### config.mk
export PLATFORM = sky130hd
export DESIGN_NAME = alu_mc
export DESIGN_NICKNAME = d
export VERILOG_FILES = /design/src/rtl/alu_mc.sv
export SDC_FILE = /design/constraint.sdc
export NUM_CORES = 1
export LEC_CHECK = 0
export ABC_AREA = 1
export CAP_MARGIN = 25
export CORE_MARGIN = 2
export CORE_UTILIZATION = 50
export CTS_CLUSTER_DIAMETER = 30
export CTS_CLUSTER_SIZE = 20
export DETAILED_ROUTE_END_ITERATION = 6
export GPL_ROUTABILITY_DRIVEN = 0
export GPL_TIMING_DRIVEN = 0
export MAX_ROUTING_LAYER = met4
export PLACE_DENSITY = 0.71
export SYNTH_ARGS = -nofsm -noshare
export SYNTH_HDL_FRONTEND = slang
export SYNTH_SLANG_ARGS = --single-unit
### constraint.sdc
create_clock -name Clk -period 2.72 [get_ports Clk]
set_clock_uncertainty 0.05 [all_clocks]
set_input_delay 0.68 -clock Clk [delete_from_list [all_inputs] [get_ports Clk]]
set_output_delay 0.68 -clock Clk [all_outputs]
set_load 0.02 [all_outputs]
### src/rtl/alu_mc.sv
// Multi-cycle ALU with valid/ready on both sides. Single-cycle ops resolve on the
// accept edge; variable shifts and multiply iterate one bit per cycle in BUSY.
module alu_mc #(
    parameter  int W   = 8,
    parameter  int Ops = 4,
    localparam int SW  = $clog2(W)
) (
    input  logic           Clk,
    input  logic           Reset,
    input  logic           InValid,
    output logic           InReady,
    input  logic [W-1:0]   InputA,
    input  logic [W-1:0]   InputB,
    input  logic [Ops-1:0] OP,
    output logic           OutValid,
    input  logic           OutReady,
    output logic [W-1:0]   Out,
    output logic           Zero,
    output logic           Parity,
    output logic           Odd,
    output logic           Carry
);

    localparam logic [Ops-1:0] OP_ADD  = Ops'(0);
    localparam logic [Ops-1:0] OP_LSH  = Ops'(1);
    localparam logic [Ops-1:0] OP_RSH  = Ops'(2);
    localparam logic [Ops-1:0] OP_AND  = Ops'(3);
    localparam logic [Ops-1:0] OP_OR   = Ops'(4);
    localparam logic [Ops-1:0] OP_NEG  = Ops'(5);
    localparam logic [Ops-1:0] OP_GEQ  = Ops'(6);
    localparam logic [Ops-1:0] OP_EQ   = Ops'(7);
    localparam logic [Ops-1:0] OP_NEQ  = Ops'(8);
    localparam logic [Ops-1:0] OP_SUB  = Ops'(9);
    localparam logic [Ops-1:0] OP_XOR  = Ops'(10);
    localparam logic [Ops-1:0] OP_LSHN = Ops'(11);
    localparam logic [Ops-1:0] OP_RSHN = Ops'(12);
    localparam logic [Ops-1:0] OP_ASR  = Ops'(13);
    localparam logic [Ops-1:0] OP_MUL  = Ops'(14);
    localparam logic [SW:0]    CNT_MUL = (SW+1)'(W);

    typedef enum logic [1:0] {S_IDLE, S_BUSY, S_DONE} state_t;

    state_t         r_state;
    state_t         w_next;
    logic           r_live;
    logic [W-1:0]   r_a;
    logic [Ops-1:0] r_op;
    logic [2*W-1:0] r_acc;
    logic [SW:0]    r_cnt;
    logic [W-1:0]   r_out;
    logic           r_zero;
    logic           r_parity;
    logic           r_odd;
    logic           r_carry;

    logic           w_accept;
    logic [SW-1:0]  w_n;
    logic           w_is_shn;
    logic           w_is_mul;
    logic           w_go_busy;
    logic           w_last;
    logic           w_ld;
    logic [W:0]     w_add;
    logic [W:0]     w_sum;
    logic [W-1:0]   w_sc_res;
    logic           w_sc_cy;
    logic [W-1:0]   w_it_a;
    logic [2*W-1:0] w_it_acc;
    logic           w_it_cy;
    logic [W-1:0]   w_res;
    logic           w_cy;

    assign w_accept  = InValid && InReady;
    assign w_n       = InputB[SW-1:0];
    assign w_is_shn  = (OP == OP_LSHN) || (OP == OP_RSHN) || (OP == OP_ASR);
    assign w_is_mul  = (OP == OP_MUL);
    assign w_go_busy = w_is_mul || (w_is_shn && (w_n != '0));
    assign w_last    = (r_cnt == (SW+1)'(1));
    assign w_ld      = (w_accept && !w_go_busy) || ((r_state == S_BUSY) && w_last);
    assign w_add     = {1'b0, InputA} + {1'b0, InputB};
    // Shift-add step: upper half accumulates A, multiplier bits drain out of the bottom
    assign w_sum     = {1'b0, r_acc[2*W-1:W]} + (r_acc[0] ? {1'b0, r_a} : '0);

    // ---------------- FSM ----------------
    always_ff @(posedge Clk or negedge Reset) begin
        if (!Reset) r_state <= S_IDLE;
        else        r_state <= w_next;
    end

    always_comb begin
        w_next = r_state;
        case (r_state)
            S_IDLE: if (w_accept) w_next = w_go_busy ? S_BUSY : S_DONE;
            S_BUSY: if (w_last)   w_next = S_DONE;
            S_DONE: if (OutReady) w_next = S_IDLE;
            default:              w_next = S_IDLE;
        endcase
    end

    // r_live holds InReady low until the first edge after reset release
    always_comb begin
        InReady  = (r_state == S_IDLE) && r_live;
        OutValid = (r_state == S_DONE);
    end

    // ---------------- single-cycle results ----------------
    always_comb begin
        w_sc_res = '0;
        w_sc_cy  = 1'b0;
        case (OP)
            OP_ADD:  begin w_sc_res = w_add[W-1:0]; w_sc_cy = w_add[W]; end
            OP_LSH:  begin w_sc_res = {InputA[W-2:0], 1'b0}; w_sc_cy = InputA[W-1]; end
            OP_RSH:  begin w_sc_res = {1'b0, InputA[W-1:1]}; w_sc_cy = InputA[0]; end
            OP_AND:  w_sc_res = InputA & InputB;
            OP_OR:   w_sc_res = InputA | InputB;
            OP_NEG:  w_sc_res = (~InputA) + W'(1);
            OP_GEQ:  w_sc_res = W'(InputA >= InputB);
            OP_EQ:   w_sc_res = W'(InputA == InputB);
            OP_NEQ:  w_sc_res = W'(InputA != InputB);
            OP_SUB:  begin w_sc_res = InputA - InputB; w_sc_cy = (InputA >= InputB); end
            OP_XOR:  w_sc_res = InputA ^ InputB;
            // only reached with n == 0: result is A, nothing shifted out
            OP_LSHN, OP_RSHN, OP_ASR: w_sc_res = InputA;
            default: w_sc_res = '0;
        endcase
    end

    // ---------------- one iteration of the multi-cycle ops ----------------
    always_comb begin
        w_it_a   = r_a;
        w_it_acc = r_acc;
        w_it_cy  = 1'b0;
        case (r_op)
            OP_LSHN: begin w_it_a = {r_a[W-2:0], 1'b0};  w_it_cy = r_a[W-1]; end
            OP_RSHN: begin w_it_a = {1'b0, r_a[W-1:1]};  w_it_cy = r_a[0];   end
            OP_ASR:  begin w_it_a = {r_a[W-1], r_a[W-1:1]}; w_it_cy = r_a[0]; end
            OP_MUL:  begin
                w_it_acc = {w_sum, r_acc[W-1:1]};
                w_it_cy  = |w_it_acc[2*W-1:W];
            end
            default: ;
        endcase
    end

    always_comb begin
        if (r_state == S_BUSY) begin
            w_res = (r_op == OP_MUL) ? w_it_acc[W-1:0] : w_it_a;
            w_cy  = w_it_cy;
        end else begin
            w_res = w_sc_res;
            w_cy  = w_sc_cy;
        end
    end

    // ---------------- datapath registers ----------------
    always_ff @(posedge Clk or negedge Reset) begin
        if (!Reset) begin
            r_live   <= 1'b0;
            r_a      <= '0;
            r_op     <= '0;
            r_acc    <= '0;
            r_cnt    <= '0;
            r_out    <= '0;
            r_zero   <= 1'b0;
            r_parity <= 1'b0;
            r_odd    <= 1'b0;
            r_carry  <= 1'b0;
        end else begin
            r_live <= 1'b1;
            if (w_accept) begin
                r_a   <= InputA;
                r_op  <= OP;
                r_acc <= {{W{1'b0}}, InputB};
                r_cnt <= w_is_mul ? CNT_MUL : (w_is_shn ? {1'b0, w_n} : '0);
            end else if (r_state == S_BUSY) begin
                r_a   <= w_it_a;
                r_acc <= w_it_acc;
                r_cnt <= r_cnt - (SW+1)'(1);
            end
            if (w_ld) begin
                r_out    <= w_res;
                r_zero   <= (w_res == '0);
                r_parity <= ^w_res;
                r_odd    <= w_res[0];
                r_carry  <= w_cy;
            end
        end
    end

    assign Out    = r_out;
    assign Zero   = r_zero;
    assign Parity = r_parity;
    assign Odd    = r_odd;
    assign Carry  = r_carry;

endmodule

==> impl_metrics.csv <==
group,metric,value,unit
status,outcome,"complete, but fails checks",
status,violations,"setup timing",
synthesis,yosys.area.top_type,"dfrtp_1",
pwr,switching_share,0.4435,
routing,wl_met2,6.984,mm
finish,drive_above_1_share,0.2678,
global_route,grt_pass1_wl,23.07,mm
die,fp-row-count,34,
die,ios,38,
pwr,power.internal,2.063,mW
clock_tree,path_clk_slew,100,ps
synthesis,ys_seq_elements,46,
clock_tree,cts_made_buffers,5,
global_route,grt_pass1_vias,4799,
timing,final_max_slew_viol_count,0,
synthesis,yosysTopAreaCellShare,0.2570,
clock_tree,cts-root-buf,"clkbuf_8",
timing,period_needed,2724,ps
synthesis,yosysSeqAreaShare,0.2570,
routing,ant_nets,0,
routing,post_drt_wl_per_cell,16.54,um
pwr,p_per_area,648.8,nW/um^2
finish,num_antenna_cells,0,
finish,stdcell_area,5714,sq um
synthesis,synth_ff_type,"dfrtp_1",
clock_tree,hold_buffers,0,
pwr,p_comb_frac,0.548,
routing,met1_length,5.444,mm
global_route,grt_max_degree,32,
routing,wl_met3,1.035,mm
timing,whs,221.9,ps
clock_tree,cts_sinks,46,
synthesis,synth_warnings,0,
synthesis,ys_types,47,
worst_setup_path,worstPathRequired,2880,ps
pwr,p_leak,2.865,nW
clock_tree,cts_tree,"done",
placed_design,portBuffers,37,
finish,final_core_util,0.6552,
placed_design,dp_hpwl,10.35,mm
timing,timing.final.crit_share,1.002,
timing,worstMarginPinSlew,536.8,ps
timing,setup_ws,-4.476,ps
finish,synthToLayoutAreaGrowth,27.57,%
routing,routed_wl,14.08,mm
die,die_area,9732,sq um
worst_setup_path,crit_arrival,2880,ps
timing,rsz0062_at_grt,"true",
worst_setup_path,cp-start-kind,"input pin",
routing,vias,4981,
timing,finalHoldViolCount,0,
timing,setup_viol,1,
die,die_x,98.65,um
pwr,p_switching,1.644,mW
synthesis,syn_nets,740,
worst_setup_path,crit_type,"input pin to flop",
die,core,8721,sq um
die,initial_utilization,0.5136,
die,dieHeight,98.65,um
synthesis,synth_edf_count,0,
pwr,power.total,3.707,mW
clock_tree,ctsLongestPathBuffers,2,
pwr,vdd_ir_drop_max,0.3040,mV
routing,dr.pass1.iters,6,
finish,num-nets-final,810,
global_route,overflow,0,
worst_setup_path,r2r-start,"r_state[0]",
timing,max_freq,367.0,MHz
synthesis,async_reset_ff_frac,1.000,
routing,drc_errors,0,
clock_tree,htreeDepth,2,
synthesis,synth_area_leaders,"dfrtp_1 26%, nand2_1 14%, ha_1 11%",
global_route,grtUsageTotal,0.2992,
timing,relSlewSlack,0.6421,
routing,drt-vias-per-instance,5.853,
finish,final_cells,851,
worst_hold_path,min_path_type,"input pin to asynchronous set/reset pin",
pwr,pwr-share-clk,0.145,
routing,drt_iter0_drc,386,
synthesis,netlist_top_cells_count,"172 x nand2_1, 91 x inv_1, 54 x nand3_1, 54 x nor2_1, 46 x dfrtp_1",
worst_setup_path,cp_max_fo,8,
synthesis,syn_inst,672,
pwr,share_seq_of_total_power,0.306,
global_route,antenna_found_initial,0,
clock_tree,clock_latency,310,ps
synthesis,netlist_area,4479,sq um
worst_setup_path,worst_setup_path_end_kind,"flop",
synthesis,avgSynthCellArea,6.666,sq um
placed_design,placed_area,5052,sq um
placed_design,placed_cells,818,
worst_setup_path,cp-startpoint,"OP[0]",
synthesis,synth.most_common_cell,"nand2_1",
flow_run,cap_violations,0,
routing,dr.max_layer_used,"met4",
[final timing paths]
| path | end | slack [ps] | cells past startpoint |
|---|---|---|---|
| max | Parity | -4 | 15 |
| min | r_acc[10] | 220 | 1 |
| max reg2reg | Parity | 280 | 10 |
| min reg2reg | Out[2] | 440 | 2 |
| max in group asynchronous | r_acc[0] | 1890 | 2 |
| min in group Clk | Out[2] | 440 | 2 |
[area by class of cell]
cell class | count | area, sq um
Buffer | 11 | 83.83
Clock buffer | 5 | 68.82
Clock inverter | 3 | 43.79
Fill cell | 775 | 3007
Inverter | 114 | 469.2
Multi-Input combinational cell | 499 | 3221
Sequential cell | 46 | 1152
Tap cell | 108 | 135.1
Timing Repair Buffer | 65 | 540.5
[cells by family after synthesis]
group / after synthesis / synth area share
AOI/OAI and AO/OA: 123 / 0.1690
xor gates and xnor gates: 5 / 0.009778
adders and majority gates: 44 / 0.1279
buffers and inverters: 127 / 0.1134
DFF: 46 / 0.2570
other: 1 / 0.0008372
and+or+nand+nor: 326 / 0.3221
[timing repair]
| item | CTS | global route |
|---|---|---|
| pin swaps | 25 | 31 |
| gates cloned | 0 | 0 |
| setup endpoints to repair | 10 | 4 |
| gates resized for setup | 137 | 62 |
| endpoints found under the hold margin | 0 | 0 |
| buffers inserted | 19 | 8 |
[cell usage in the layout (no fill, tap or decap), types with 5 or more instances in the layout]
cell	Yosys	final
nand2_1	172	156
inv_1	91	67
dfrtp_1	46	45
nor2_1	54	44
nand3_1	54	42
inv_2	21	35
buf_4	3	35
a21oi_1	37	30
ha_1	41	27
o21ai_0	27	24
nand2_2	4	18
o22ai_1	17	17
clkdlybuf4s50_1	0	16
ha_4	0	14
nor2_2	8	12
nand3_2	0	11
nand4_1	11	11
o21ai_1	8	10
inv_4	0	9
o221ai_1	9	9
nor3_1	8	8
nor2_4	2	8
a21oi_2	1	8
buf_6	2	7
buf_2	4	5
clkbuf_8	0	5
[power by group through the flow]
stage / Sequential [mW] / Clock (mW) / Combinational (mW)
floorplan: 1.18 / 0 / 1.15
global placement: 1.12 / 0 / 1.75
detailed placement: 1.13 / 0 / 1.79
CTS: 1.12 / 0.541 / 1.95
global route: 1.17 / 0.569 / 2.22
finish: 1.14 / 0.539 / 2.03
[critical path, stage by stage]
cell,delay (ps)
dlygate4sd2_1,290
inv_1,70
nand2_1,110
inv_2,90
nand2_4,130
nor2_1,70
nor2_1,200
o21ai_0,120
nor2_1,130
nand4_1,230
nand2_2,180
ha_4,220
xnor2_2,130
xnor2_1,160
o21ai_1,70
[per-layer routing]
layer,GRT usage,vias up
met1,0.3734,2309
li1,-,2344
met2,0.5039,261
met5,-,-
met4,0.1096,0
met3,0.03121,67
[flip-flops by register name (all words and copies together) (netlist names)]
| register | count |
|---|---|
| r_acc | 16 |
| Carry | 1 |
| r_a | 8 |
| r_state | 2 |
| r_live | 1 |
| Zero | 1 |
| r_op | 4 |
| Out | 8 |
| r_cnt | 4 |
| Parity | 1 |
[through the flow]
step | setup WS, ps | setup TNS, ps
floorplan | -57.64 | -57.64
global placement | -1116 | -24380
detailed placement | -1141 | -5731
CTS | 2.237 | 0
global route | -79.08 | -88.80
finish | -4.476 | -4.476
(Power assumes the default switching activity.)
